$ cat src/rtl/aes_pkg.sv
// rtl/aes_pkg.sv - shared types and constants for the AES input loader
package aes_pkg;

  typedef enum logic [1:0] {
    LOAD_KEY = 2'd0,
    LOAD_BLK = 2'd1,
    READY    = 2'd2
  } state_e;

  localparam int BLK_BYTES     = 16;
  localparam int KEY_BYTES_128 = 16;
  localparam int KEY_BYTES_192 = 24;
  localparam int KEY_BYTES_256 = 32;

  function automatic bit key_bytes_legal(input int kb);
    return (kb == KEY_BYTES_128) || (kb == KEY_BYTES_192) || (kb == KEY_BYTES_256);
  endfunction

endpackage

$ cat src/rtl/byte_shift_reg.sv
// rtl/byte_shift_reg.sv - load-enabled left shift register, one byte per load
module byte_shift_reg #(
  parameter int W = 128
) (
  input  logic         clk,
  input  logic         clr,
  input  logic         load,
  input  logic [7:0]   din,
  output logic [W-1:0] q
);

  logic [W-1:0] data_d;
  logic [W-1:0] data_q;

  // New bytes enter at the LSB end so the first byte ends up on top.
  always_comb begin
    data_d = data_q;
    if (load) begin
      data_d = {data_q[W-9:0], din};
    end
  end

  always_ff @(posedge clk) begin
    if (clr) begin
      data_q <= '0;
    end else begin
      data_q <= data_d;
    end
  end

  assign q = data_q;

endmodule

$ cat src/rtl/aes_input_loader.sv
// rtl/aes_input_loader.sv - byte-serial key/block assembler for the AES-256 core
module aes_input_loader
  import aes_pkg::*;
#(
  parameter int KEY_BYTES = 32
) (
  input  logic                   clk,
  input  logic                   rst,
  input  logic [7:0]             in_byte,
  input  logic                   in_valid,
  output logic                   in_ready,
  input  logic                   key_reload,
  input  logic                   out_ack,
  output logic                   out_valid,
  output logic [127:0]           In,
  output logic [8*KEY_BYTES-1:0] Key,
  output logic                   key_loaded,
  output logic [4:0]             byte_cnt
);

  localparam int KEY_BITS = 8 * KEY_BYTES;

  if (!key_bytes_legal(KEY_BYTES)) begin : g_bad_key_bytes
    $error("aes_input_loader: KEY_BYTES must be 16, 24 or 32");
  end

  state_e     state_d, state_q;
  logic [4:0] byte_cnt_d, byte_cnt_q;
  logic       key_loaded_d, key_loaded_q;
  logic       out_valid_d, out_valid_q;
  logic       xfer;
  logic       key_load;
  logic       blk_load;

  assign in_ready = (state_q != READY);
  assign xfer     = in_valid && in_ready;
  assign key_load = xfer && (state_q == LOAD_KEY);
  assign blk_load = xfer && (state_q == LOAD_BLK);

  always_comb begin
    state_d      = state_q;
    byte_cnt_d   = byte_cnt_q;
    key_loaded_d = key_loaded_q;
    out_valid_d  = out_valid_q;
    case (state_q)
      LOAD_KEY: begin
        if (xfer) begin
          if (byte_cnt_q == 5'(KEY_BYTES - 1)) begin
            byte_cnt_d   = '0;
            key_loaded_d = 1'b1;
            state_d      = LOAD_BLK;
          end else begin
            byte_cnt_d = byte_cnt_q + 5'd1;
          end
        end
      end
      LOAD_BLK: begin
        if (xfer) begin
          if (byte_cnt_q == 5'(BLK_BYTES - 1)) begin
            byte_cnt_d  = '0;
            out_valid_d = 1'b1;
            state_d     = READY;
          end else begin
            byte_cnt_d = byte_cnt_q + 5'd1;
          end
        end
      end
      READY: begin
        // Old Key stays visible during a reload until bytes overwrite it.
        if (out_ack) begin
          out_valid_d = 1'b0;
          if (key_reload) begin
            key_loaded_d = 1'b0;
            state_d      = LOAD_KEY;
          end else begin
            state_d = LOAD_BLK;
          end
        end
      end
      default: begin
        state_d = LOAD_KEY;
      end
    endcase
  end

  always_ff @(posedge clk) begin
    if (rst) begin
      state_q      <= LOAD_KEY;
      byte_cnt_q   <= '0;
      key_loaded_q <= 1'b0;
      out_valid_q  <= 1'b0;
    end else begin
      state_q      <= state_d;
      byte_cnt_q   <= byte_cnt_d;
      key_loaded_q <= key_loaded_d;
      out_valid_q  <= out_valid_d;
    end
  end

  byte_shift_reg #(.W(KEY_BITS)) u_key_reg (
    .clk  (clk),
    .clr  (rst),
    .load (key_load),
    .din  (in_byte),
    .q    (Key)
  );

  byte_shift_reg #(.W(128)) u_blk_reg (
    .clk  (clk),
    .clr  (rst),
    .load (blk_load),
    .din  (in_byte),
    .q    (In)
  );

  assign out_valid  = out_valid_q;
  assign key_loaded = key_loaded_q;
  assign byte_cnt   = byte_cnt_q;

endmodule

$ cat config.mk
export PLATFORM = sky130hd
export DESIGN_NAME = aes_input_loader
export DESIGN_NICKNAME = d
export VERILOG_FILES = /design/src/rtl/aes_pkg.sv /design/src/rtl/byte_shift_reg.sv /design/src/rtl/aes_input_loader.sv
export SDC_FILE = /design/constraint.sdc
export NUM_CORES = 1
export LEC_CHECK = 0
export CAP_MARGIN = 20
export CORE_ASPECT_RATIO = 1.25
export CORE_MARGIN = 5
export CORE_UTILIZATION = 29
export DETAILED_ROUTE_END_ITERATION = 16
export REMOVE_ABC_BUFFERS = 1
export SLEW_MARGIN = 20
export SYNTH_ARGS = -nofsm -noshare
export SYNTH_HDL_FRONTEND = slang
export SYNTH_HIERARCHICAL = 1
export SYNTH_SLANG_ARGS = --single-unit
export TNS_END_PERCENT = 30
$ cat constraint.sdc
create_clock -name clk -period 1.9 [get_ports clk]
set_input_delay 0.19 -clock clk [delete_from_list [all_inputs] [get_ports clk]]
set_output_delay 0.19 -clock clk [all_outputs]
set_load 0.1 [all_outputs]
==> results of run 1 <==
placed cells by master, fill, tap and decap left out, types with 4 or more instances in the layout:
master	count
nor2_1	389
clkinv_2	6
buf_12	17
mux2i_1	385
ha_1	4
clkdlybuf4s50_1	11
dfxtp_1	393
clkbuf_1	13
a21oi_1	6
clkbuf_16	41
nand2_1	4
buf_4	427
clkbuf_8	9
flip-flops by register name, indices dropped and copies added (netlist names):
name / cells
byte_cnt: 5
out_valid: 1
u_blk_reg/q: 128
key_loaded: 1
u_key_reg/q: 256
state_q: 2
kinds of logic after synthesis:
group           after synthesis  share of synthesized area [%]
simple gates                406                           10.9
xor+xnor                      2                          0.121
buf+inv                      88                           7.02
mux                         385                           26.7
flops                       393                           54.4
compound gates               13                          0.580
fa+ha+maj                     4                          0.346
per-layer routing:
| layer | vias to the layer above | global-route usage (%) |
|---|---|---|
| met3 | 61 | 4.28 |
| li1 | 5119 | - |
| met4 | 0 | 4.82 |
| met5 | - | 0 |
| met2 | 278 | 23.3 |
| met1 | 4860 | 15.0 |
worst min-delay path by stage:
stage | startpoint | slack [ps] | endpoint | cells after the start
4_1_cts | in_byte[2] | 270 | u_blk_reg/q[2]$_SDFFE_PP0P_ | 3
3_3_place_gp | u_key_reg/q[248]$_SDFFE_PP0P_ | 480 | u_key_reg/q[248]$_SDFFE_PP0P_ | 2
2_1_floorplan | rst | 250 | state_q[0]$_SDFFE_PP0P_ | 1
5_1_grt | in_byte[5] | 300 | u_key_reg/q[5]$_SDFFE_PP0P_ | 3
6_report | in_byte[2] | 310 | u_blk_reg/q[2]$_SDFFE_PP0P_ | 3
3_5_place_dp | u_key_reg/q[252]$_SDFFE_PP0P_ | 480 | u_key_reg/q[252]$_SDFFE_PP0P_ | 2
critical path, cell delays in order, from the launching register on:
cell     delay (ps)
dfxtp_1         410
ha_1            200
and3_1          230
ha_1            220
a21oi_1          80
a311o_2         380
a21oi_2         120
power by group through the flow:
stage | logic, uW | registers [uW] | clock network, uW
after CTS | 816 | 8290 | 8080
after floorplan | 814 | 8650 | 0
after global placement | 810 | 8470 | 0
after global routing | 850 | 8290 | 8440
final | 803 | 8290 | 7770
after detailed placement | 814 | 8470 | 0
synthesized netlist by cell type (2+ instances only):
library cell / number
a211oi_1: 2
a21oi_1: 6
buf_12: 39
buf_2: 16
buf_6: 2
clkbuf_1: 27
dfxtp_1: 393
ha_1: 4
inv_1: 2
mux2i_1: 385
nand2_1: 4
nor2_1: 389
nor3_1: 2
nor3b_1: 2
layout make-up:
class	instances	area, um^2
fill	4928	30200
sequential	393	7870
multi-input combinational	810	5580
timing repair buffer	457	3680
clock buffer	63	1200
tap	651	815
clock inverter	8	90.1
inverter	2	7.51
per-stage QoR:
| stage | setup WS (ps) | std cells | hold slack [ps] |
|---|---|---|---|
| after global routing | 57.7 | 2384 | 295 |
| after detailed placement | -24.0 | 2312 | 483 |
| final | 196 | 2384 | 309 |
| after floorplan | -26630 | 1205 | 252 |
| after global placement | -14.8 | 2312 | 475 |
| after CTS | 157 | 2384 | 271 |
==> key figures, run 1 <==
Clocking
  – Num Clock Sinks: 393
  – Clk buf depth: 3
  – Clock transition at path regs: 60 ps
  – TritonCTS buffer count: 41
  – CTS H-tree depth: 2
  – Skew-Pair Late Insertion Delay: 540 ps
  – Root Buffer: clkbuf_16
  – Cts hold-fix bufs: 1
  – Post-CTS Setup Bufs: 0
  – TritonCTS clock tree: built
  – Post-cts resize count: 0

GRT
  – Largest net degree at the start of global routing: 57
  – Tot GR Track Use: 13.2%
  – Total gr overflow: 0
  – Vias in the first global route: 10200
  – Initial antenna violation count: 0
  – First-pass GRT wire length: 58800 um

Placed design
  – Detailed placer's ending HPWL: 28100 um
  – GP Congestion: 0.764
  – Placed cell area: 17900 um^2
  – PortBufs: 404

Yosys
  – Yosys cell types: 32
  – Post-synthesis sequential area ratio: 54.4%
  – Post-synth EDFFs: 0
  – Post-Syn Area: 14500 um^2
  – Synth area leader: dfxtp_1
  – Avg Inst Size Synth: 11.2 um^2
  – Yosys reg bits: 393
  – Synthesis Warnings: 6
  – Top-area cell type share of the netlist area: 54.4%
  – Top cells by area, synth: dfxtp_1 (54%), mux2i_1 (27%), nor2_1 (10%)
  – Cells after Synth: 1291
  – Async SR Flop Fraction: 0%
  – Dominant synthesized flop cell: dfxtp_1

Final layout
  – Nets: 1722
  – Design area: 19200 um^2
  – Layout cells sized above 1: 29.4%
  – Fin util: 38.9%
  – Area Overhead vs Synth: 33.1%
  – Ant diodes: 0

Route
  – Initial DRC Count: 395
  – Pre-antenna DRT Iters: 4
  – Final WL: 38200 um
  – Met3 routed WL: 2750 um
  – DRC violations left: 0
  – Met1 Wirelength: 15000 um
  – Via count: 10300
  – Routed len/inst: 16.0 um
  – Routed Antenna Nets: 0
  – Highest Signal Layer: met4
  – DR WL met2: 19200 um
  – Vias per Instance: 4.33

STA
  – # setup viols final: 0
  – Slew @ Worst Pin: 362 ps
  – RSZ-0062 raised after global routing: no
  – Final Cycle Share: 89.7%
  – Final Hold Fails: 0
  – Slew HR: 75.8%
  – Setup Skew: 11.6 ps
  – Setup TNS: 0 ps
  – Fmax: 587 MHz
  – Max Slew Vio Count: 0
  – Post-layout minimum cycle time: 1700 ps

Pwr
  – Net Switching: 3740 uW
  – Pwr dens: 877 nW/um^2
  – Clock power share: 46.1%
  – Internal: 13100 uW
  – Reg power frac: 49.2%
  – Sw frac: 22.2%
  – Logic pwr share: 4.8%
  – Worst VDD drop: 525 uV
  – Leak: 0.00864 uW
  – Pwr Total: 16900 uW

Worst setup path
  – Crit end category: flop
  – Critical path class: flop to flop
  – CP Data Required Time: 2370 ps
  – Worst setup path end: state_q[0]$_SDFFE_PP0P_
  – Critical Path Start Type: flop
  – Reg2reg path depth: 6
  – Worst r2r dst: state_q[0]$_SDFFE_PP0P_
  – Crit path launch: byte_cnt[0]$_SDFFE_PP0P_
  – Reg-to-reg startpoint: byte_cnt[0]$_SDFFE_PP0P_
  – Reg2reg setup slack: 200 ps
  – Crit Path Max Fanout: 4
  – Arrival time at the worst endpoint: 2180 ps

Worst hold path
  – Min-delay worst type: input pin to flop

Floorplanning
  – DIE HEIGHT: 260 um
  – Io pins: 405
  – Die area: 54500 um^2
  – Core area: 49400 um^2
  – Die width: 210 um
  – Rows: 91
  – Initial core utilization: 29.3%

Status
  – Status: finished clean

Job
  – Maximum Capacitance Violations: 0
Note: power is estimated with default switching activity, not from simulation.
==> inputs of run 2 (changes only) <==
- CORE_UTILIZATION: 29 -> 25
==> run 2 against run 1 <==
Combinational power up 2%. Highest routed layer unchanged. Utilization down 4.4 points. Power increased by 6.5%. Sequential share of layout area is 1.1 points lower. Clock power is 14% higher. Flip-flop and latch count stayed put. Clock skew grew 10 ps. Sequential power about the same. Critical path type is now flop to output pin.
==> key figures, run 2 (synthesis gave the netlist of run 1 again) <==
Status
  – Status: finished clean

Placed design
  – Detailed placer's ending HPWL: 28200 um (+0.30%)
  – GP Congestion: 0.767 (+0.37%)
  – Placed cell area: 18200 um^2 (+1.6%)
  – PortBufs: 404 (unchanged)
  – Pre-CTS WS: -191 ps (-167 ps)
  – Placed cells: 2424 (+4.8%)

Worst setup path
  – Reg2reg setup slack: 190 ps (about the same)
  – CP Data Required Time: 1710 ps (-660 ps)
  – Critical path class: flop to output pin
  – Crit path max-delay family: flip-flops
  – Crit end category: output pin
  – Arrival time at the worst endpoint: 1550 ps (-630 ps)
  – Crit Path Max Fanout: 6 (+2)
  – Worst-path cell chain: buf_4 -> nand2b_2 -> buf_12
  – WP buf/inv: 2 (+2)
  – Critical Path Start Type: flop
  – Critical path's largest stage delay: 460 ps (+50 ps)
  – CP max-delay cell: dfxtp_1

STA
  – Fmax: 574 MHz (-2.2%)
  – # setup viols final: 0 (unchanged)
  – Slew HR: 71.1% (-4.8 points)
  – Final Cycle Share: 91.7% (+2.0 points)
  – Max Slew Vio Count: 0 (unchanged)
  – Setup Skew: 21.5 ps (+9.95 ps)
  – Final Hold Fails: 0 (unchanged)
  – Post-layout minimum cycle time: 1740 ps (+38.6 ps)
  – Setup ws final: 158 ps (-38.6 ps)
  – RSZ-0062 raised after global routing: no
  – Setup TNS: 0 ps (unchanged)
  – Slew @ Worst Pin: 434 ps (+71.8 ps)

Route
  – Routed len/inst: 15.4 um (-3.8%)
  – Vias per Instance: 4.17 (-3.6%)
  – Initial DRC Count: 512 (+30%)
  – Routed Antenna Nets: 0 (unchanged)
  – Pre-antenna DRT Iters: 4 (unchanged)
  – Final WL: 38600 um (+0.93%)
  – Via count: 10400 (+1.2%)
  – DRC violations left: 0 (unchanged)

Clocking
  – TritonCTS buffer count: 42 (+2.4%)
  – Clock transition at path regs: 70 ps (about the same)
  – CTS H-tree depth: 2 (unchanged)
  – TritonCTS clock tree: built
  – Skew-Pair Late Insertion Delay: 550 ps (about the same)
  – Root Buffer: clkbuf_16
  – Clk buf depth: 3 (unchanged)
  – Num Clock Sinks: 393 (unchanged)

Final layout
  – Nets: 1736 (+0.81%)
  – Most frequent cells in the layout: buf_4 (435), dfxtp_1 (393), nor2_1 (389)
  – Ant diodes: 0 (unchanged)
  – Layout cells sized above 1: 30.4% (+1.0 points)
  – Multi-input gate area: 5580 um^2 (unchanged)
  – Register area: 7870 um^2 (unchanged)
  – FILL cells: 5757 (+17%)
  – Commonest non-fill, non-tap cell in the layout: buf_4
  – Max reg flops: 256 (unchanged)
  – Area Overhead vs Synth: 36.6%
  – Design area: 19800 um^2 (+2.7%)
  – Finished Layout Cells: 2501 (+4.9%)

GRT
  – First-pass GRT wire length: 59100 um (+0.56%)
  – Vias in the first global route: 10300 (+1.1%)
  – Initial antenna violation count: 0 (unchanged)
  – Largest net degree at the start of global routing: 72 (+26%)
  – Total gr overflow: 0 (unchanged)
  – Tot GR Track Use: 11.5% (-1.7 points)

Floorplanning
  – Die width: 225 um (+7.3%)
  – Die area: 62800 um^2 (+15%)
  – Initial core utilization: 25.3% (-4.0 points)
  – DIE HEIGHT: 279 um (+7.4%)
  – Rows: 98 (+7.7%)
  – Io pins: 405 (unchanged)
  – Core area: 57300 um^2 (+16%)

Pwr
  – Pwr dens: 909 nW/um^2 (+3.7%)
  – Leak: 0.00883 uW (+2.2%)
  – Net Switching: 3900 uW (+4.2%)
  – Internal: 14100 uW (+7.1%)
  – Reg power frac: 46.2% (-3.0 points)
  – Worst VDD drop: 598 uV (+14%)
  – Logic pwr share: 4.6% (-0.2 points)
  – Sw frac: 21.7% (-0.48 points)
  – Clock power share: 49.3% (+3.2 points)

Job
  – Maximum Capacitance Violations: 0 (unchanged)

Worst hold path
  – Min-delay worst type: input pin to flop
[run 2: changes by cell type in the layout (fill, tap and decap cells not counted)]
cell        delta
buf_4          +8
clkbuf_8       +1
clkinv_2       -1
clkinvlp_4     +1
buf_12         +5
clkinv_4       +1
clkbuf_1       -5
clkbuf_16      +4
bufinv_16      +4
[run 2: routing by layer]
layer,share of wire [%],global-route usage (%),up-vias
met2,50,20.7,278
met4,3.4,4.46,0
met5,0,0,-
met1,39,12.7,4917
met3,7.3,3.61,72
li1,-,-,5170
[run 2: layout make-up]
type / instances / share of cell area (%)
Clock buffer: 63 / 6.55
Clock inverter: 13 / 1.12
Inverter: 2 / 0.0380
Multi-Input combinational cell: 810 / 28.3
Sequential cell: 393 / 39.8
Tap cell: 750 / 4.75
Timing Repair Buffer: 470 / 19.4
[run 2: timing repair]
item | 4_1_cts | 5_1_grt
resized for setup | 0 | 0
hold buffers | 1 | 0
buffers inserted | 0 | 0
hold endpoints to repair | 1 | 0
[run 2: per-stage QoR]
step	total power, uW	util (%)	hold WS, ps
2_1_floorplan	9470	-	252
3_3_place_gp	9300	31.8	477
3_5_place_dp	9310	31.8	484
4_1_cts	18300	34.5	249
5_1_grt	18700	34.5	276
6_report	18000	34.5	296
[run 2: worst register-to-register path, stage by stage (launching register included)]
cell and delay [ps]:
dfxtp_1 380, nor3b_2 340, buf_4 240, buf_12 170, buf_12 170, mux2i_1 220, nor2_1 60
[run 2: final timing paths]
check                                     start                            end  cells after the start
hold reg to reg   u_key_reg/q[252]$_SDFFE_PP0P_  u_key_reg/q[252]$_SDFFE_PP0P_                      2
hold / removal                       in_byte[0]    u_key_reg/q[0]$_SDFFE_PP0P_                      3
setup reg to reg        state_q[0]$_SDFFE_PP0P_  u_key_reg/q[124]$_SDFFE_PP0P_                      6
setup / recovery        state_q[0]$_SDFFE_PP0P_                       in_ready                      3
[run 2: power by group through the flow]
stage	clock (uW)	combinational, uW	sequential (uW)
3_3_place_gp	0	826	8470
6_report	8850	819	8290
4_1_cts	9200	835	8290
2_1_floorplan	0	814	8650
3_5_place_dp	0	831	8470
5_1_grt	9520	869	8290
==> inputs of run 3 (changes only) <==
- ABC_AREA: unset -> 1
- SYNTH_HIERARCHICAL: 1 -> unset
==> run 3 against run 2 <==
Non-clock buffer count fell by 26. Combinational power rose to 5.2 times the previous value. Power rose by 20%. Fmax grew 3.0%. Highest routed layer unchanged.
==> key figures, run 3 <==
Route
  – DRC violations left: 0 (unchanged)
  – Pre-antenna DRT Iters: 5 (+1)
  – Routed len/inst: 15.5 um (+0.73%)
  – Via count: 12600 (+21%)
  – Final WL: 44400 um (+15%)
  – Initial DRC Count: 670 (+31%)
  – Routed Antenna Nets: 0 (unchanged)
  – Vias per Instance: 4.40 (+5.3%)

Worst setup path
  – Most frequent CP cell: nand2_1
  – Reg2reg path depth: 10 (+4)
  – Critical path class: flop to flop
  – CP Data Required Time: 2390 ps (+680 ps)
  – Worst-path cell chain: ha_1 -> nand2_1 -> nor2_1 -> ha_1 -> inv_1 -> nand2_1 -> nand3_1 -> o21bai_1 -> nand2_1 -> inv_1
  – Reg-to-reg startpoint: byte_cnt[0]$_SDFFE_PP0P_
  – Crit path max-delay family: simple AND/OR/NAND/NOR gates
  – Reg2reg setup slack: 210 ps (+20 ps)
  – Critical Path Start Type: flop
  – Crit Path Max Fanout: 4 (-2)
  – CP max-delay cell: dfxtp_1
  – WP buf/inv: 2 (unchanged)
  – Crit end category: flop
  – Worst r2r dst: state_q[0]$_SDFFE_PP0P_
  – Arrival time at the worst endpoint: 2180 ps (+630 ps)
  – Critical path's largest stage delay: 400 ps (-60 ps)

STA
  – # setup viols final: 0 (unchanged)
  – RSZ-0062 raised after global routing: no
  – Setup Skew: 18.2 ps (-3.38 ps)
  – Max Slew Vio Count: 0 (unchanged)
  – Final Cycle Share: 89.0% (-2.7 points)
  – Setup TNS: 0 ps (unchanged)
  – Post-layout minimum cycle time: 1690 ps (-51.4 ps)
  – Slew HR: 58.3% (-13 points)
  – Fmax: 591 MHz (+3.0%)
  – Slew @ Worst Pin: 625 ps (+191 ps)
  – Final Hold Fails: 0 (unchanged)

Status
  – Status: finished clean

Placed design
  – PortBufs: 404 (unchanged)
  – Placed cell area: 17600 um^2 (-3.5%)
  – Detailed placer's ending HPWL: 31800 um (+13%)
  – GP Congestion: 0.790 (+3.0%)

Clocking
  – Post-CTS Setup Bufs: 0 (unchanged)
  – TritonCTS buffer count: 42 (unchanged)
  – TritonCTS clock tree: built
  – CTS H-tree depth: 2 (unchanged)
  – Root Buffer: clkbuf_16
  – Post-cts resize count: 0 (unchanged)
  – Skew-Pair Late Insertion Delay: 550 ps (about the same)
  – Num Clock Sinks: 393 (unchanged)
  – Clock transition at path regs: 60 ps (about the same)
  – Clk buf depth: 3 (unchanged)
  – Cts hold-fix bufs: 0 (-1)

Yosys
  – Synthesis Warnings: 0 (-6)
  – Avg Inst Size Synth: 7.81 um^2 (-30%)
  – Top cells by area, synth: dfxtp_1 (58%), nor2_1 (14%), o21ai_0 (9.6%)
  – Cells after Synth: 1744 (+35%)
  – Yosys reg bits: 393 (unchanged)
  – Synth area leader: dfxtp_1
  – Top-area cell type share of the netlist area: 57.7% (+3.3 points)
  – Async SR Flop Fraction: 0% (unchanged)
  – Post-synth top cells: nor2_1 (517), dfxtp_1 (393), nand2_1 (270)
  – Yosys cell types: 19 (-41%)
  – Dominant cell by count in the synthesized netlist: nor2_1
  – Post-Syn Area: 13600 um^2 (-5.8%)
  – Dominant synthesized flop cell: dfxtp_1
  – Post-synth EDFFs: 0 (unchanged)
  – Post-synthesis sequential area ratio: 57.7% (+3.3 points)

Final layout
  – Fin util: 35.2% (+0.75 points)
  – Commonest non-fill, non-tap cell in the layout: nor2_1
  – Area Overhead vs Synth: 39.3%
  – Max reg flops: 256 (unchanged)
  – Ant diodes: 0 (unchanged)
  – Layout cells sized above 1: 23.7% (-6.8 points)
  – Most frequent cells in the layout: nor2_1 (517), buf_4 (413), dfxtp_1 (393)
  – Design area: 19000 um^2 (-3.9%)
  – Nets: 2122 (+22%)

Pwr
  – Worst VDD drop: 594 uV (-0.75%)
  – Pwr Total: 21500 uW (+20%)
  – Pwr dens: 1130 nW/um^2 (+24%)
  – Leak: 0.00813 uW (-8.0%)

Worst hold path
  – HP Start: rst
  – Hold endpoint: u_key_reg.q[39]$_SDFFE_PP0P_
  – Min-delay worst type: input pin to flop
  – Hold path depth: 4 (+1)

Floorplanning
  – Initial core utilization: 25.3% (+0.052 points)
  – Core area: 53800 um^2 (-6.0%)
  – Io pins: 405 (unchanged)
  – Die width: 219 um (-2.8%)
  – Rows: 95 (-3.1%)
  – Die area: 59300 um^2 (-5.5%)
  – DIE HEIGHT: 271 um (-2.8%)

GRT
  – First-pass GRT wire length: 67600 um (+14%)
  – Tot GR Track Use: 14.0% (+2.5 points)
  – Largest net degree at the start of global routing: 132 (+83%)
  – Initial antenna violation count: 1 (+1)
  – Total gr overflow: 0 (unchanged)
  – Vias in the first global route: 11900 (+15%)

Job
  – Maximum Capacitance Violations: 0 (unchanged)
==> run 3: cell count changes after synthesis, sizes merged, moves of 18 or more <==
cell | before | now
nand2 | 4 | 272
o21ai | 1 | 261
nor2 | 389 | 518
a21oi | 7 | 138
clkbuf | 27 | 45
mux2i | 385 | 0
buf | 59 | 82
==> run 3: worst max path at each step <==
stage | startpoint | to | depth (start not counted)
after floorplan | state_q[0]$_SDFFE_PP0P_ | u_key_reg.q[0]$_SDFFE_PP0P_ | 5
after global placement | in_valid | byte_cnt[4]$_SDFFE_PP0P_ | 7
after detailed placement | in_valid | byte_cnt[2]$_SDFFE_PP0P_ | 8
after CTS | state_q[0]$_SDFFE_PP0P_ | in_ready | 3
after global routing | byte_cnt[1]$_SDFFE_PP0P_ | state_q[0]$_SDFFE_PP0P_ | 10
final | byte_cnt[0]$_SDFFE_PP0P_ | state_q[0]$_SDFFE_PP0P_ | 10
==> run 3: per-layer routing <==
metal	share of wire, %	GRT usage, %	vias up
met5	0	0	-
met4	1.8	3.29	0
li1	-	-	6296
met1	40	16.0	5802
met2	46	23.6	429
met3	12	6.83	52
==> run 3: cell type report <==
type                            instances  area (um^2)
Clock buffer                           65         1290
Clock inverter                          9          106
Fill cell                            5629        34900
Inverter                               18         81.3
Multi-Input combinational cell       1206         5110
Sequential cell                       393         7870
Tap cell                              727          910
Timing Repair Buffer                  444         3610
==> run 3: cell families after synthesis <==
family	synth area share, %
adders and majority gates	0.367
AOI/OAI and AO/OA	14.7
DFF	57.7
buffers and inverters	4.87
and+or+nand+nor	22.3
==> run 3: power by group <==
| group | total [uW] | internal [uW] | switching [uW] |
|---|---|---|---|
| clock network | 8250 | 4930 | 3320 |
| logic | 4290 | 796 | 3500 |
| registers | 8930 | 8620 | 306 |
==> run 3: stage by stage <==
stage	worst slack, ps	hold WS, ps	std cells
floorplan	-2880	259	1617
global route	85.7	70.4	2862
CTS	201	40.0	2862
finish	209	80.8	2862
global placement	111	441	2788
detailed placement	77.7	453	2788
==> run 3: worst register-to-register path, delay by kind of cell (launching register included) <==
family | cells | cell delay, ps
buffers and inverters | 2 | 110
adder cells (fa/ha/maj) | 2 | 430
AO/OA/AOI/OAI | 1 | 160
flip-flops | 1 | 400
AND/OR/NAND/NOR | 5 | 550
